## config.mk

```make
export PLATFORM = sky130hd
export DESIGN_NAME = pe_split_flat
export DESIGN_NICKNAME = d
export VERILOG_FILES = /design/src/rtl/pe_split_if.sv /design/src/rtl/pe_split.sv /design/src/flat_wrapper.sv
export SDC_FILE = /design/constraint.sdc
export NUM_CORES = 1
export LEC_CHECK = 0
export ABC_AREA = 1
export ABC_CLOCK_PERIOD_IN_PS = 1600
export BUFFER_PORTS_ARGS = -buffer_cell sky130_fd_sc_hd__buf_2
export CORE_UTILIZATION = 30
export CTS_CLUSTER_DIAMETER = 80
export DETAILED_ROUTE_END_ITERATION = 8
export GPL_TIMING_DRIVEN = 0
export PLACE_DENSITY = 0.48
export SYNTH_ARGS = -nofsm -noshare
export SYNTH_HDL_FRONTEND = slang
export SYNTH_SLANG_ARGS = --single-unit
export TNS_END_PERCENT = 5
```

## constraint.sdc

```tcl
create_clock -name clk -period 1.6 [get_ports clk]
set_input_delay 0.08 -clock clk [delete_from_list [all_inputs] [get_ports clk]]
set_output_delay 0.08 -clock clk [all_outputs]
set_load 0.05 [all_outputs]
```

## src/rtl/pe_split_if.sv

```systemverilog
// Valid/ready token channel shared by the split's input and output ports.
// master drives data/valid and samples ready; slave does the reverse.
interface pe_split_if #(
    parameter int WIDTH = 8
);
    logic [WIDTH-1:0] data;
    logic             valid;
    logic             ready;

    modport master (output data, output valid, input ready);
    modport slave  (input data, input valid, output ready);
endinterface

```

## src/rtl/pe_split.sv

```systemverilog
// Two-way demultiplexer: joins a data token (l) with a select token (s) and queues the
// data into a small per-output FIFO (r0 for select 0, r1 for select 1).
module pe_split #(
    parameter int WIDTH = 8,
    parameter int DEPTH = 2
) (
    input  logic        clk,
    input  logic        rst,
    pe_split_if.slave   l,
    pe_split_if.slave   s,
    pe_split_if.master  r0,
    pe_split_if.master  r1
);
    localparam int PW = $clog2(DEPTH);
    localparam int CW = $clog2(DEPTH + 1);

    logic [WIDTH-1:0] r_mem    [2][DEPTH];
    logic [PW-1:0]    r_rd_ptr [2];
    logic [PW-1:0]    r_wr_ptr [2];
    logic [CW-1:0]    r_count  [2];

    logic       w_sel;
    logic       w_fire;
    logic [1:0] w_space;
    logic [1:0] w_push;
    logic [1:0] w_pop;

    function automatic logic [PW-1:0] next_ptr(input logic [PW-1:0] p);
        return (p == PW'(DEPTH - 1)) ? '0 : p + 1'b1;
    endfunction

    // Space comes from registered counts only, so a consumer's ready never reaches l/s ready.
    always_comb begin
        w_space = '0;
        for (int i = 0; i < 2; i++) begin
            w_space[i] = !rst && (r_count[i] < CW'(DEPTH));
        end
    end

    assign w_sel   = s.data[0];
    assign l.ready = s.valid & w_space[w_sel];
    assign s.ready = l.valid & w_space[w_sel];
    assign w_fire  = l.valid & s.valid & w_space[w_sel];

    assign w_push[0] = w_fire & ~w_sel;
    assign w_push[1] = w_fire &  w_sel;
    assign w_pop[0]  = r0.valid & r0.ready;
    assign w_pop[1]  = r1.valid & r1.ready;

    assign r0.valid = (r_count[0] != '0);
    assign r1.valid = (r_count[1] != '0);
    assign r0.data  = r0.valid ? r_mem[0][r_rd_ptr[0]] : '0;
    assign r1.data  = r1.valid ? r_mem[1][r_rd_ptr[1]] : '0;

    always_ff @(posedge clk) begin
        if (rst) begin
            for (int i = 0; i < 2; i++) begin
                r_rd_ptr[i] <= '0;
                r_wr_ptr[i] <= '0;
                r_count[i]  <= '0;
            end
        end else begin
            for (int i = 0; i < 2; i++) begin
                if (w_push[i]) r_wr_ptr[i] <= next_ptr(r_wr_ptr[i]);
                if (w_pop[i])  r_rd_ptr[i] <= next_ptr(r_rd_ptr[i]);
                case ({w_push[i], w_pop[i]})
                    2'b10:   r_count[i] <= r_count[i] + 1'b1;
                    2'b01:   r_count[i] <= r_count[i] - 1'b1;
                    default: r_count[i] <= r_count[i];
                endcase
            end
        end
    end

    // NOTE: storage is deliberately not reset; empty FIFOs force their data outputs to 0.
    always_ff @(posedge clk) begin
        for (int i = 0; i < 2; i++) begin
            if (w_push[i]) r_mem[i][r_wr_ptr[i]] <= l.data;
        end
    end
endmodule

```

## src/flat_wrapper.sv

```systemverilog
// flat-port wrapper written by rule: the top's interface ports become plain ports
module pe_split_flat 
#(
    parameter int WIDTH = 8,
    parameter int DEPTH = 2
)
  (clk, rst, l_data, l_valid, l_ready, s_data, s_valid, s_ready, r0_data, r0_valid, r0_ready, r1_data, r1_valid, r1_ready);
  pe_split_if #(.WIDTH(WIDTH)) l_i ();
  pe_split_if #(.WIDTH(WIDTH)) s_i ();
  pe_split_if #(.WIDTH(WIDTH)) r0_i ();
  pe_split_if #(.WIDTH(WIDTH)) r1_i ();
  input  logic clk;
  input  logic rst;
  input wire logic [$bits(l_i.data)-1:0] l_data;
  input wire logic [$bits(l_i.valid)-1:0] l_valid;
  output wire logic [$bits(l_i.ready)-1:0] l_ready;
  input wire logic [$bits(s_i.data)-1:0] s_data;
  input wire logic [$bits(s_i.valid)-1:0] s_valid;
  output wire logic [$bits(s_i.ready)-1:0] s_ready;
  output wire logic [$bits(r0_i.data)-1:0] r0_data;
  output wire logic [$bits(r0_i.valid)-1:0] r0_valid;
  input wire logic [$bits(r0_i.ready)-1:0] r0_ready;
  output wire logic [$bits(r1_i.data)-1:0] r1_data;
  output wire logic [$bits(r1_i.valid)-1:0] r1_valid;
  input wire logic [$bits(r1_i.ready)-1:0] r1_ready;
  assign l_i.data = l_data;
  assign l_i.valid = l_valid;
  assign l_ready = l_i.ready;
  assign s_i.data = s_data;
  assign s_i.valid = s_valid;
  assign s_ready = s_i.ready;
  assign r0_data = r0_i.data;
  assign r0_valid = r0_i.valid;
  assign r0_i.ready = r0_ready;
  assign r1_data = r1_i.data;
  assign r1_valid = r1_i.valid;
  assign r1_i.ready = r1_ready;
  pe_split #(.WIDTH(WIDTH), .DEPTH(DEPTH)) u_core (.clk(clk), .rst(rst), .l(l_i), .s(s_i), .r0(r0_i), .r1(r1_i));
endmodule
```

* Word-level counts from Yosys, hierarchy flattened
Memory sizes are Yosys's and may differ from the RTL's. Index checks and enable logic that the tools add are counted.
Cells by class: eq/ne operators 4, reductions and logical operators 10, $add $sub $neg 8, bitwise operators 23, muxes and demuxes 65, magnitude comparators 9
Operators by type and width (count):
- 8-bit two-way mux | 10
- 16-bit two-way mux | 4
- 1-bit two-way mux | 43
- 8-bit demux with 1-bit select | 2
- 16-bit OR reduction | 1
- 2-bit two-way mux | 6
- 1-bit OR | 10
- 1-bit bitwise AND | 8
- 2-bit greater-or-equal comparator, second input constant | 4
- 1-bit inverter with 2-bit output | 4
- 1-bit adder, second input constant | 4
- 2-bit by 1-bit adder with 2-bit output, second input constant | 2
- 2-bit by 1-bit == test with 1-bit output, second input constant | 2
- 2-bit == test, second input constant | 2
- 1-bit logical AND | 4
- 2-bit by 1-bit less-than comparator with 1-bit output, second input constant | 2
- 2-bit less-than comparator, second input constant | 2
- 2-bit nonzero test | 2
- 2-bit OR reduction | 2
- 2-bit by 1-bit subtractor with 2-bit output, second input constant | 2
- 1-bit by 2-bit less-than comparator with 1-bit output, second input constant | 1
- 1-bit zero test | 1
- 1-bit inverter | 1
Word-level totals: memory bits (writable) 40, register bits after elaboration 0, memories kept 4, input port bits 22, output and inout bits 20, logic and storage cells 123
Memories:
- u_core.r_mem | words 2, bits a word 16, rd ports 2, clocked after Yosys merged registers in 0, write ports 1, line pe_split.sv:17 | logic [WIDTH-1:0] r_mem [2][DEPTH];
- u_core.r_count | words 2, bits a word 2, rd ports 2, clocked after Yosys merged registers in 0, write ports 2, line pe_split.sv:20 | logic [CW-1:0] r_count [2];
- u_core.r_rd_ptr | words 2, bits a word 1, rd ports 2, clocked after Yosys merged registers in 0, write ports 2, line pe_split.sv:18 | logic [PW-1:0] r_rd_ptr [2];
- u_core.r_wr_ptr | words 2, bits a word 1, rd ports 2, clocked after Yosys merged registers in 0, write ports 2, line pe_split.sv:19 | logic [PW-1:0] r_wr_ptr [2];

* Logic depth before layout (Yosys ltp)
word-level depth 13, mapped depth 10, mapped depth without buffers 10

* Worst setup path before layout
Ideal clock, no wire load.
path kind reg-to-reg, start point memory u_core.r_count[1][0] in the netlist's numbering, end point memory u_core.r_count[1][0] in the netlist's numbering (enable), setup slack -0.449 ns, data required time 1.273 ns, buffers on the path 0, setup time 0.327 ns, data arrival time 1.722 ns, cell stages (with the launch flop) 7, path through edfxtp_1 inv_1 ha_1 clkinv_1 nand2_1 ha_1 o21ai_0
RTL lines (line):
- start: declaration | pe_split.sv:20

==> flow_metrics.tcl <==
set metrics [dict create \
    whs_ns 0.006519 \
    die-area_um2 6315 \
    dr.pass1.iters 4 \
    place_area_um2 2103 \
    io_pins 42 \
    areaGrowthSynthToFinish_pct 31.62 \
    cts_made_buffers 5 \
    cp-start-kind "register" \
    ant_nets 0 \
    hold_path_depth 1 \
    fmax_ghz 0.5750 \
    pwr_density_cell_nw_per_um2 1146 \
    worst_slack_ns -0.1393 \
    netlist_area_um2 1800 \
    drc_errors 0 \
    cts_max_path_buffers 2 \
    ir_worst_vdd_mv 0.3627 \
    grt_pass1_vias 1232 \
    final-setup-viol-count 31 \
    crit_required_ns 1.58 \
    synth_seq_cells 40 \
    nNetsFinal 236 \
    worstPathCellList "nand2_1, nand2_2, nor2_4, nand3_4, inv_2, ha_1, o21ai_1" \
    netlist_instances 164 \
    die_height_um 79.47 \
    violations "setup timing" \
    critical_path_peak_fanout 5 \
    final_area_um2 2370 \
    syn_avg_cell_area_um2 10.98 \
    final_hold_viol_count 0 \
    antennaDiodeCount 0 \
    yosysWarnings 0 \
    routabilityCongestion 0.7304 \
    wl_mm 3.742 \
    viasPerCell 4.348 \
    grt.total_usage_pct 13.37 \
    fillers 550 \
    clk_pin_slew_worst_paths_ns 0.08 \
    arrival_ns 1.72 \
    timing.final.crit_share_pct 108.7 \
    antenna_found_initial 0 \
    slowest_delay_ns 0.42 \
    clock_latency_ns 0.29 \
    rsz0062_at_grt "true" \
    end_kind "register" \
    die_w_um 79.47 \
    rows 27 \
    relSlewSlack_pct 66.43 \
    min_path_type "primary input to register" \
    vias 1226 \
    clkSinkCount 40 \
    synth_nets 191 \
    drv_slew 0 \
    cap_violations 0 \
    grt_pass1_wl_mm 6.092 \
    min_period_ns 1.739 \
    drtIter0Drc 41 \
    hpwl_mm 2.604 \
    initial_core_util_pct 31.91 \
    fp.coreArea_um2 5642 \
    power_leakage_nw 0.9554 \
    status "finished with violations" \
    portBuffers 34 \
    cts-root-buf "clkbuf_8" \
    cts_htree_levels 2 \
    drive_above_1_share_pct 35.71 \
    crit_type "register to register" \
    grt_max_degree 14 \
    synth_cell_types 17 \
    cp_slowest_cell "edfxtp_1" \
    worst_slew_pin_slew_ns 0.5030 \
    grt_overflow 0 \
    wl_per_cell_um 13.27 \
    cts_tree "built" \
    yosysSeqAreaShare_pct 66.71 \
    r2r_cells 7 \
    skew_ns 0.005664 \
]
-- per-stage QoR --
| stage | power, mW | util (%) | TNS (ns) | worst slack, ns | instances |
|---|---|---|---|---|---|
| detailed placement | 1.847 | 37.28 | -4.876 | -0.2156 | 270 |
| global route | 2.815 | 42.00 | -6.548 | -0.2285 | 282 |
| finish | 2.715 | 42.00 | -1.419 | -0.1393 | 282 |
| global placement | 1.842 | 37.28 | -4.023 | -0.2072 | 270 |
| floorplan | 1.688 | - | -0.1798 | -0.04530 | 164 |
| CTS | 2.710 | 41.05 | -3.829 | -0.1690 | 281 |
-- worst paths after layout --
check | start | slack (ns) | to
worst max register to register | u_core.r_count[1][1]$_DFFE_PP_ | -0.14 | u_core.r_count[1][1]$_DFFE_PP_
worst min-delay path | l_data[5] | 0.007 | u_core.r_mem[0][5]$_DFFE_PP_
worst max-delay path | u_core.r_count[1][1]$_DFFE_PP_ | -0.14 | u_core.r_count[1][1]$_DFFE_PP_
worst min register to register | u_core.r_count[1][0]$_DFFE_PP_ | 0.56 | u_core.r_count[1][0]$_DFFE_PP_
-- logic make-up (layout without fill, tap and decap cells) --
kind of cell,count (synthesis),after routing,share of synthesized area (%)
adder cells (fa/ha/maj),5,5,3.475
buffers and inverters,25,71,5.420
AO/OA/AOI/OAI,22,22,6.254
flip-flops,40,40,66.71
AND/OR/NAND/NOR,72,72,18.14
-- registers in the layout (all words and copies together), names as in the netlist --
register,flops
u_core.r_rd_ptr,2
u_core.r_count,4
u_core.r_wr_ptr,2
u_core.r_mem,32
-- placed cells by master, fill, tap and decap left out --
cell	instances
nor3_1	1
buf_6	11
inv_2	3
nand3b_1	1
a21oi_1	2
nand3_4	2
nor2_2	6
nand2_1	32
o21ai_1	3
buf_4	6
clkinv_4	2
bufinv_16	1
clkbuf_8	5
ha_4	1
nor2_4	2
o21ai_0	8
dlygate4sd3_1	1
edfxtp_1	40
o211ai_1	1
clkinvlp_4	3
clkinv_1	1
nor2_1	23
a21oi_2	8
buf_2	19
ha_1	4
nand2_2	1
clkbuf_4	4
nand3_1	3
inv_1	15
nand2_4	1
-- area by class of cell --
type                       count  area (um2)  share of cell area (%)
sequential                    40        1201                   50.69
multi-input combinational     99       564.3                   23.81
timing repair buffer          38       284.0                   11.99
inverter                      22       98.84                   4.171
tap                           72       90.09                   3.801
clock buffer                   5       68.82                   2.904
clock inverter                 3       42.54                   1.795
buffer                         3       20.02                  0.8448
-- cell usage after synthesis --
master / number / area share (%)
clkbuf_2: 1 / 0.28
buf_2: 2 / 0.56
a21oi_1: 10 / 2.8
inv_1: 21 / 4.4
nor2_2: 5 / 1.7
nand3_4: 2 / 1.9
clkinv_1: 1 / 0.21
nand3b_1: 1 / 0.42
o21ai_0: 11 / 3.1
nor2_4: 1 / 0.63
edfxtp_1: 40 / 67
o211ai_1: 1 / 0.42
nor2_1: 25 / 5.2
nor3_1: 1 / 0.28
ha_1: 5 / 3.5
nand3_1: 3 / 0.83
nand2_1: 34 / 7.1
-- power breakdown --
| group | internal, mW | leakage [nW] | switching (mW) | total, mW |
|---|---|---|---|---|
| Sequential | 1.19 | 0.372 | 0.0141 | 1.20 |
| Combinational | 0.207 | 0.528 | 0.491 | 0.698 |
| Clock | 0.462 | 0.0558 | 0.350 | 0.812 |
| Total | 1.86 | 0.955 | 0.856 | 2.72 |
-- worst max-delay path, delay by kind of cell (launching register included) --
family | cells | cell delay (ns)
AOI/OAI and AO/OA | 1 | 0.24
adders and majority gates | 1 | 0.24
buffers and inverters | 1 | 0.07
DFF | 1 | 0.42
and+or+nand+nor | 4 | 0.46
-- routing by layer --
layer / track usage [%] / share of wire, % / up-vias
met1: 16.47 / 44 / 554
met2: 21.71 / 48 / 33
met4: 6.000 / 1.9 / 0
met3: 3.657 / 6.1 / 5
met5: 0 / 0 / -
li1: - / - / 634
-- timing repair --
action,in CTS,in global routing
gates resized for setup,24,18
setup endpoints to repair,55,57
endpoints found under the hold margin,4,0
hold buffers,1,0
pin swaps,6,7
buffers inserted,2,1
Power figures use the tool's default switching activity.
